[config.mk]
export PLATFORM = sky130hd
export DESIGN_NAME = ram_arbiter
export DESIGN_NICKNAME = d
export VERILOG_FILES = /design/src/rtl/ram_arbiter.sv
export SDC_FILE = /design/constraint.sdc
export NUM_CORES = 1
export LEC_CHECK = 0
export CORE_ASPECT_RATIO = 0.9
export CORE_UTILIZATION = 40
export CTS_BUF_LIST = sky130_fd_sc_hd__clkbuf_4 sky130_fd_sc_hd__clkbuf_8 sky130_fd_sc_hd__clkbuf_16
export DETAILED_ROUTE_END_ITERATION = 8
export GPL_TIMING_DRIVEN = 0
export PLACE_DENSITY = 0.91
export SYNTH_ARGS = -nofsm -noshare
export SYNTH_HDL_FRONTEND = slang
export SYNTH_SLANG_ARGS = --single-unit
[constraint.sdc]
create_clock -name clk -period 2.3 [get_ports clk]
set_input_delay 0.69 -clock clk [delete_from_list [all_inputs] [get_ports clk]]
set_output_delay 0.69 -clock clk [all_outputs]
set_load 0.05 [all_outputs]
[src/rtl/ram_arbiter.sv]
// Two-requester arbiter in front of a single-port synchronous data RAM.
// Define RAM_ARB_FAIR_EN for round-robin tie-breaking; otherwise A has fixed priority.
module ram_arbiter #(
    parameter int AW = 8,
    parameter int DW = 32
) (
    input  logic          clk,
    input  logic          reset,
    input  logic          a_req,
    input  logic          a_we,
    input  logic [AW-1:0] a_addr,
    input  logic [DW-1:0] a_wdata,
    output logic          a_gnt,
    output logic          a_rvalid,
    output logic [DW-1:0] a_rdata,
    input  logic          b_req,
    input  logic          b_we,
    input  logic [AW-1:0] b_addr,
    input  logic [DW-1:0] b_wdata,
    output logic          b_gnt,
    output logic          b_rvalid,
    output logic [DW-1:0] b_rdata,
    output logic [AW-1:0] ram_addr,
    output logic [DW-1:0] ram_wdata,
    output logic          ram_we,
    input  logic [DW-1:0] ram_rdata
);

    localparam logic [1:0] IDLE  = 2'd0;
    localparam logic [1:0] ISSUE = 2'd1;
    localparam logic [1:0] WAIT  = 2'd2;

    logic [1:0] state;
    logic       owner_b;
    logic       a_wins;

`ifdef RAM_ARB_FAIR_EN
    logic last_b;
    // On a tie the requester that did not win last time gets the RAM.
    assign a_wins = a_req && (!b_req || last_b);
`else
    assign a_wins = a_req;
`endif

    always_ff @(posedge clk) begin
        if (reset) begin
            state     <= IDLE;
            owner_b   <= 1'b0;
            a_gnt     <= 1'b0;
            b_gnt     <= 1'b0;
            a_rvalid  <= 1'b0;
            b_rvalid  <= 1'b0;
            a_rdata   <= '0;
            b_rdata   <= '0;
            ram_addr  <= '0;
            ram_wdata <= '0;
            ram_we    <= 1'b0;
`ifdef RAM_ARB_FAIR_EN
            last_b    <= 1'b1;
`endif
        end else begin
            a_gnt    <= 1'b0;
            b_gnt    <= 1'b0;
            a_rvalid <= 1'b0;
            b_rvalid <= 1'b0;
            case (state)
                IDLE: begin
                    ram_we <= 1'b0;
                    if (a_req || b_req) begin
                        owner_b   <= !a_wins;
                        ram_addr  <= a_wins ? a_addr  : b_addr;
                        ram_wdata <= a_wins ? a_wdata : b_wdata;
                        ram_we    <= a_wins ? a_we    : b_we;
                        a_gnt     <= a_wins;
                        b_gnt     <= !a_wins;
                        state     <= ISSUE;
`ifdef RAM_ARB_FAIR_EN
                        last_b    <= !a_wins;
`endif
                    end
                end
                ISSUE: begin
                    // ram_we still reflects the access being issued this cycle
                    ram_we <= 1'b0;
                    state  <= ram_we ? IDLE : WAIT;
                end
                WAIT: begin
                    if (owner_b) begin
                        b_rdata  <= ram_rdata;
                        b_rvalid <= 1'b1;
                    end else begin
                        a_rdata  <= ram_rdata;
                        a_rvalid <= 1'b1;
                    end
                    state <= IDLE;
                end
                default: begin
                    ram_we <= 1'b0;
                    state  <= IDLE;
                end
            endcase
        end
    end

endmodule

Word level (Yosys, flattened, before mapping)
Index checks and enable logic that the tools add are counted.
W data, S select, Z words.
{"block": "totals", "ff_bits": 112, "in_bits": 118, "output_inout_bits": 109, "elab_cells": 36}
{"block": "op_classes", "eq_ne": 3, "muxes": 10, "n_bitwise": 4, "n_reduce_logical": 8}
{"cell": "$mux W32", "n": 1}
{"cell": "$mux W8", "n": 1}
{"cell": "$reduce_and A2 Y1", "n": 3}
{"cell": "$mux W1", "n": 4}
{"cell": "$mux W2", "n": 2}
{"cell": "$not A1 Y1", "n": 4}
{"cell": "$pmux W2 S2", "n": 1}
{"cell": "$reduce_or A3 Y1", "n": 1}
{"cell": "$eq A2 B1 Y1 const B", "n": 1}
{"cell": "$eq A2 B2 Y1 const B", "n": 1}
{"cell": "$logic_not A2 Y1", "n": 1}
{"cell": "$ne A2 B2 Y1 const B", "n": 1}
{"cell": "$pmux W1 S2", "n": 1}
{"cell": "$reduce_or A2 Y1", "n": 1}
{"cell": "$logic_not A1 Y1", "n": 1}
{"cell": "$logic_or A1 B1 Y1", "n": 1}

Longest topological paths before layout
{"block": "depth", "word_depth": 3, "ltp_mapped": 7, "mapped_depth_nobuf": 3}

Least setup slack after synthesis
OpenSTA, ideal clock, no wires.
{"block": "synth_timing", "kind": "input-to-reg", "startpoint": "input a_req", "endpoint": "register ram_wdata[10]", "setup_ps": 81, "t_arrival_ps": 1723, "required_time_ps": 2219, "setup_slack_ps": 496, "stages": 7, "n_path_buf": 4, "path_cell_list": "buf_6 -> or2_1 -> buf_2 -> and2_4 -> buf_6 -> buf_6 -> a211oi_2"}
{"block": "synth_between", "elab_chain_len": 2, "elab_cells_between_ends": 3, "classes_between": "1 x mux; 2 x reduce/logical"}
{"element": "start: declaration", "line_no": "9", "text": "input logic a_req,"}
{"element": "$logic_or A1 B1 Y1", "line_no": "69", "text": "if (a_req || b_req) begin"}
{"element": "$reduce_and A2 Y1 (no source line)"}
{"element": "end signal: assignment", "line_no": "72", "text": "ram_wdata <= a_wins ? a_wdata : b_wdata;"}
{"element": "end: declaration", "line_no": "24", "text": "output logic [DW-1:0] ram_wdata,"}
Parallel ways exist; a longest one is shown, timed or not.
A chain may end at the register's enable or synchronous reset.

Worst setup path after layout
{"block": "layout_timing", "startpoint": "register ram_we", "endpoint": "output ram_we"}
{"element": "start: declaration", "line_no": "25", "text": "output logic ram_we,"}
{"element": "start signal: assignment", "line_no": "73", "text": "ram_we <= a_wins ? a_we : b_we;"}
No word-level cell between the ends.

==> results <==
power groups by stage:
stage               registers [uW]  clock network [uW]  logic (uW)
finish                        2120                1610        1320
global route                  2130                1720        1380
CTS                           2120                1630        1320
detailed placement            2160                   0        1320
global placement              2160                   0        1290
floorplan                     2540                   0         404
final cells by class:
class | instances | share of cell area [%]
plain buffers | 46 | 3.14
clock buffers | 10 | 3.21
clock inverters | 6 | 1.05
multi-input cells | 332 | 28.1
flip-flops and latches | 112 | 30.9
well taps | 152 | 2.62
repair buffers | 224 | 30.9
routing by layer:
| layer | track usage (%) | share of wire, % | vias to the layer above |
|---|---|---|---|
| met4 | 7.69 | 2.0 | 0 |
| met5 | 0 | 0 | - |
| li1 | - | - | 2160 |
| met1 | 26.9 | 41 | 2082 |
| met2 | 42.4 | 51 | 160 |
| met3 | 4.94 | 5.5 | 22 |
flip-flops by register name (all words and copies together), names as in the netlist:
name / flops
ram_wdata: 32
ram_addr: 8
state: 2
b_gnt: 1
a_gnt: 1
b_rdata: 32
a_rvalid: 1
ram_we: 1
b_rvalid: 1
owner_b: 1
a_rdata: 32
final timing paths:
| kind | to | start | cells past startpoint | slack (ns) |
|---|---|---|---|---|
| worst max register to register | ram_wdata[29] | state[1] | 5 | 0.47 |
| worst max-delay path | ram_we | ram_we | 1 | 0.07 |
| worst min-delay path | a_rdata[9] | a_rdata[9] | 2 | 0.46 |
| worst min register to register | a_rdata[9] | a_rdata[9] | 2 | 0.46 |
kinds of logic (layout without fill, tap and decap cells):
group,after synthesis,in the layout
AO/OA/AOI/OAI,147,147
buffers and inverters,46,286
flip-flops,112,112
multiplexers,41,41
AND/OR/NAND/NOR,144,144
metrics by stage:
stage / area, sq um / TNS, ns / total power, uW
2_1_floorplan: 4510 / 0 / 2950
3_3_place_gp: 6940 / 0 / 3440
3_5_place_dp: 6940 / -0.0372 / 3480
5_1_grt: 7250 / 0 / 5240
6_report: 7250 / 0 / 5040
4_1_cts: 7250 / 0 / 5070
layout by cell type, fill, tap and decap left out, types with 2 or more instances in the layout:
| master | count |
|---|---|
| nand3b_1 | 2 |
| clkbuf_1 | 32 |
| mux2i_1 | 40 |
| dfxtp_1 | 112 |
| clkinvlp_4 | 2 |
| nor2_1 | 4 |
| buf_2 | 8 |
| nand2_1 | 129 |
| inv_8 | 2 |
| a211oi_2 | 40 |
| buf_6 | 6 |
| clkbuf_16 | 9 |
| clkdlybuf4s50_1 | 224 |
| a21oi_1 | 106 |
==> metrics.yaml <==
job:
  drv.max_cap_violation_count: 0
cells_and_area:
  area_growth_pct: 60.8
  stdcell_count: 882
  n_antenna_cell: 0
  nFillCells: 874
  multiInputGateArea_sq_um: 2040
  regArea_sq_um: 2240
  final_core_util_pct: 66.5
  fin_nets: 843
  drive_above_1_share_pct: 10.0
sta:
  period_share_pct: 96.8
  fin_hold_ws_ns: 0.456
  slew_headroom_pct: 50.1
  finalMaxSlewViolations: 0
  setup_ws_ns: 0.0747
  min_period_ns: 2.23
  fmax_mhz: 449
  setup_viol: 0
  rsz0062_at_grt: "false"
  hold_viol_final: 0
  worst_pin_slew_ns: 0.748
  fin_skew_ns: 0.00895
setup_path:
  critical_path_class: "reg2out"
  crit_path_max_fanout: 3
  path_buf_inv: 1
  required_ns: 1.61
  critical-path-top-delay-family: "buffers and inverters"
  worstPathArrival_ns: 1.54
  critPathSlowestCell: "clkdlybuf4s50_1"
  cp_cell_sequence: "clkdlybuf4s50_1"
  startpoint_type: "flop"
  slowest_delay_ns: 0.85
  endpoint_kind: "output port"
routing:
  dr.pass1.iters: 4
  finalWirelength_um: 13800
  antenna_left: 0
  via_per_inst: 5.02
  vias: 4424
  first_iter_violations: 189
  drt_drc_violations_left: 0
  post_drt_wl_per_cell_um: 15.7
placed_design:
  place_ws_ns: -0.0207
  hpwl_um: 10800
  port_buffers: 224
  gp_congestion: 0.790
  dp.cells: 866
floorplanning:
  die_y_um: 103
  start_util_pct: 41.3
  die_x_um: 114
  core_sq_um: 10900
  ioPinCount: 227
  fp.dieArea_sq_um: 11700
  num_rows: 36
power:
  p_switching_uw: 1570
  leakagePower_uw: 0.00257
  seqPwrFrac_pct: 42.0
  internal_power_uw: 3470
  peakVddDrop_v: 0.000437
  p_per_area_nw_per_um2: 696
  switching_share_pct: 31.2
  clockPowerShare_pct: 31.8
  power_frac_comb_pct: 26.2
synth:
  yosys.area.top_type_share_pct: 49.8
  yosys_warnings: 0
  synth_edf_count: 0
  synth_fa_ha_area_share_pct: 0
  ys_seq_elements: 112
  syn_inst: 490
  synthTopCellsByArea: "dfxtp_1 (50%), a21oi_1 (12%), a211oi_2 (11%)"
  syn_avg_cell_area_sq_um: 9.20
  synth_xor_area_share_pct: 0
  synth_area_sq_um: 4510
  synth_mux_area_share_pct: 9.14
  synth_top_family_by_area: "compound AO/OA/AOI/OAI gates"
  netlist_top_cells_count: "nand2_1 (129), dfxtp_1 (112), a21oi_1 (106), a211oi_2 (40), mux2i_1 (40)"
  yosysMostFrequentCell: "nand2_1"
  synth_compound_area_share_pct: 23.0
  async_reset_ff_share_pct: 0
  synth-main-ff-cell: "dfxtp_1"
  synth-seq-area-share_pct: 49.8
  synth_nets: 608
  synth_cell_type_count: 21
  yosysTopAreaCell: "dfxtp_1"
  yosys.area_share.simple_pct: 13.0
clock_tree:
  cts_buffers: 9
  cts.path.max_buffers: 2
  clk_latency_ns: 0.34
  htree_levels: 3
  cts_tree: "done"
  ctsResizeCount: 0
  clockRootBuffer: "clkbuf_16"
  post_cts_buffers: 0
  holdBufCountCts: 0
  clk_pin_slew_ns: 0.07
  clock-sinks: 112
global_routing:
  grt_util_all_layers_pct: 23.1
  antenna_found_initial: 0
  overflow: 0
  grt_max_degree: 20
  grt_pass1_wl_um: 21300
  first_global_vias: 4473
run_status:
  outcome: "finished, final reports clean"
min_path:
  hp-class: "reg2reg"
Note: power is estimated with default switching activity, not from simulation.
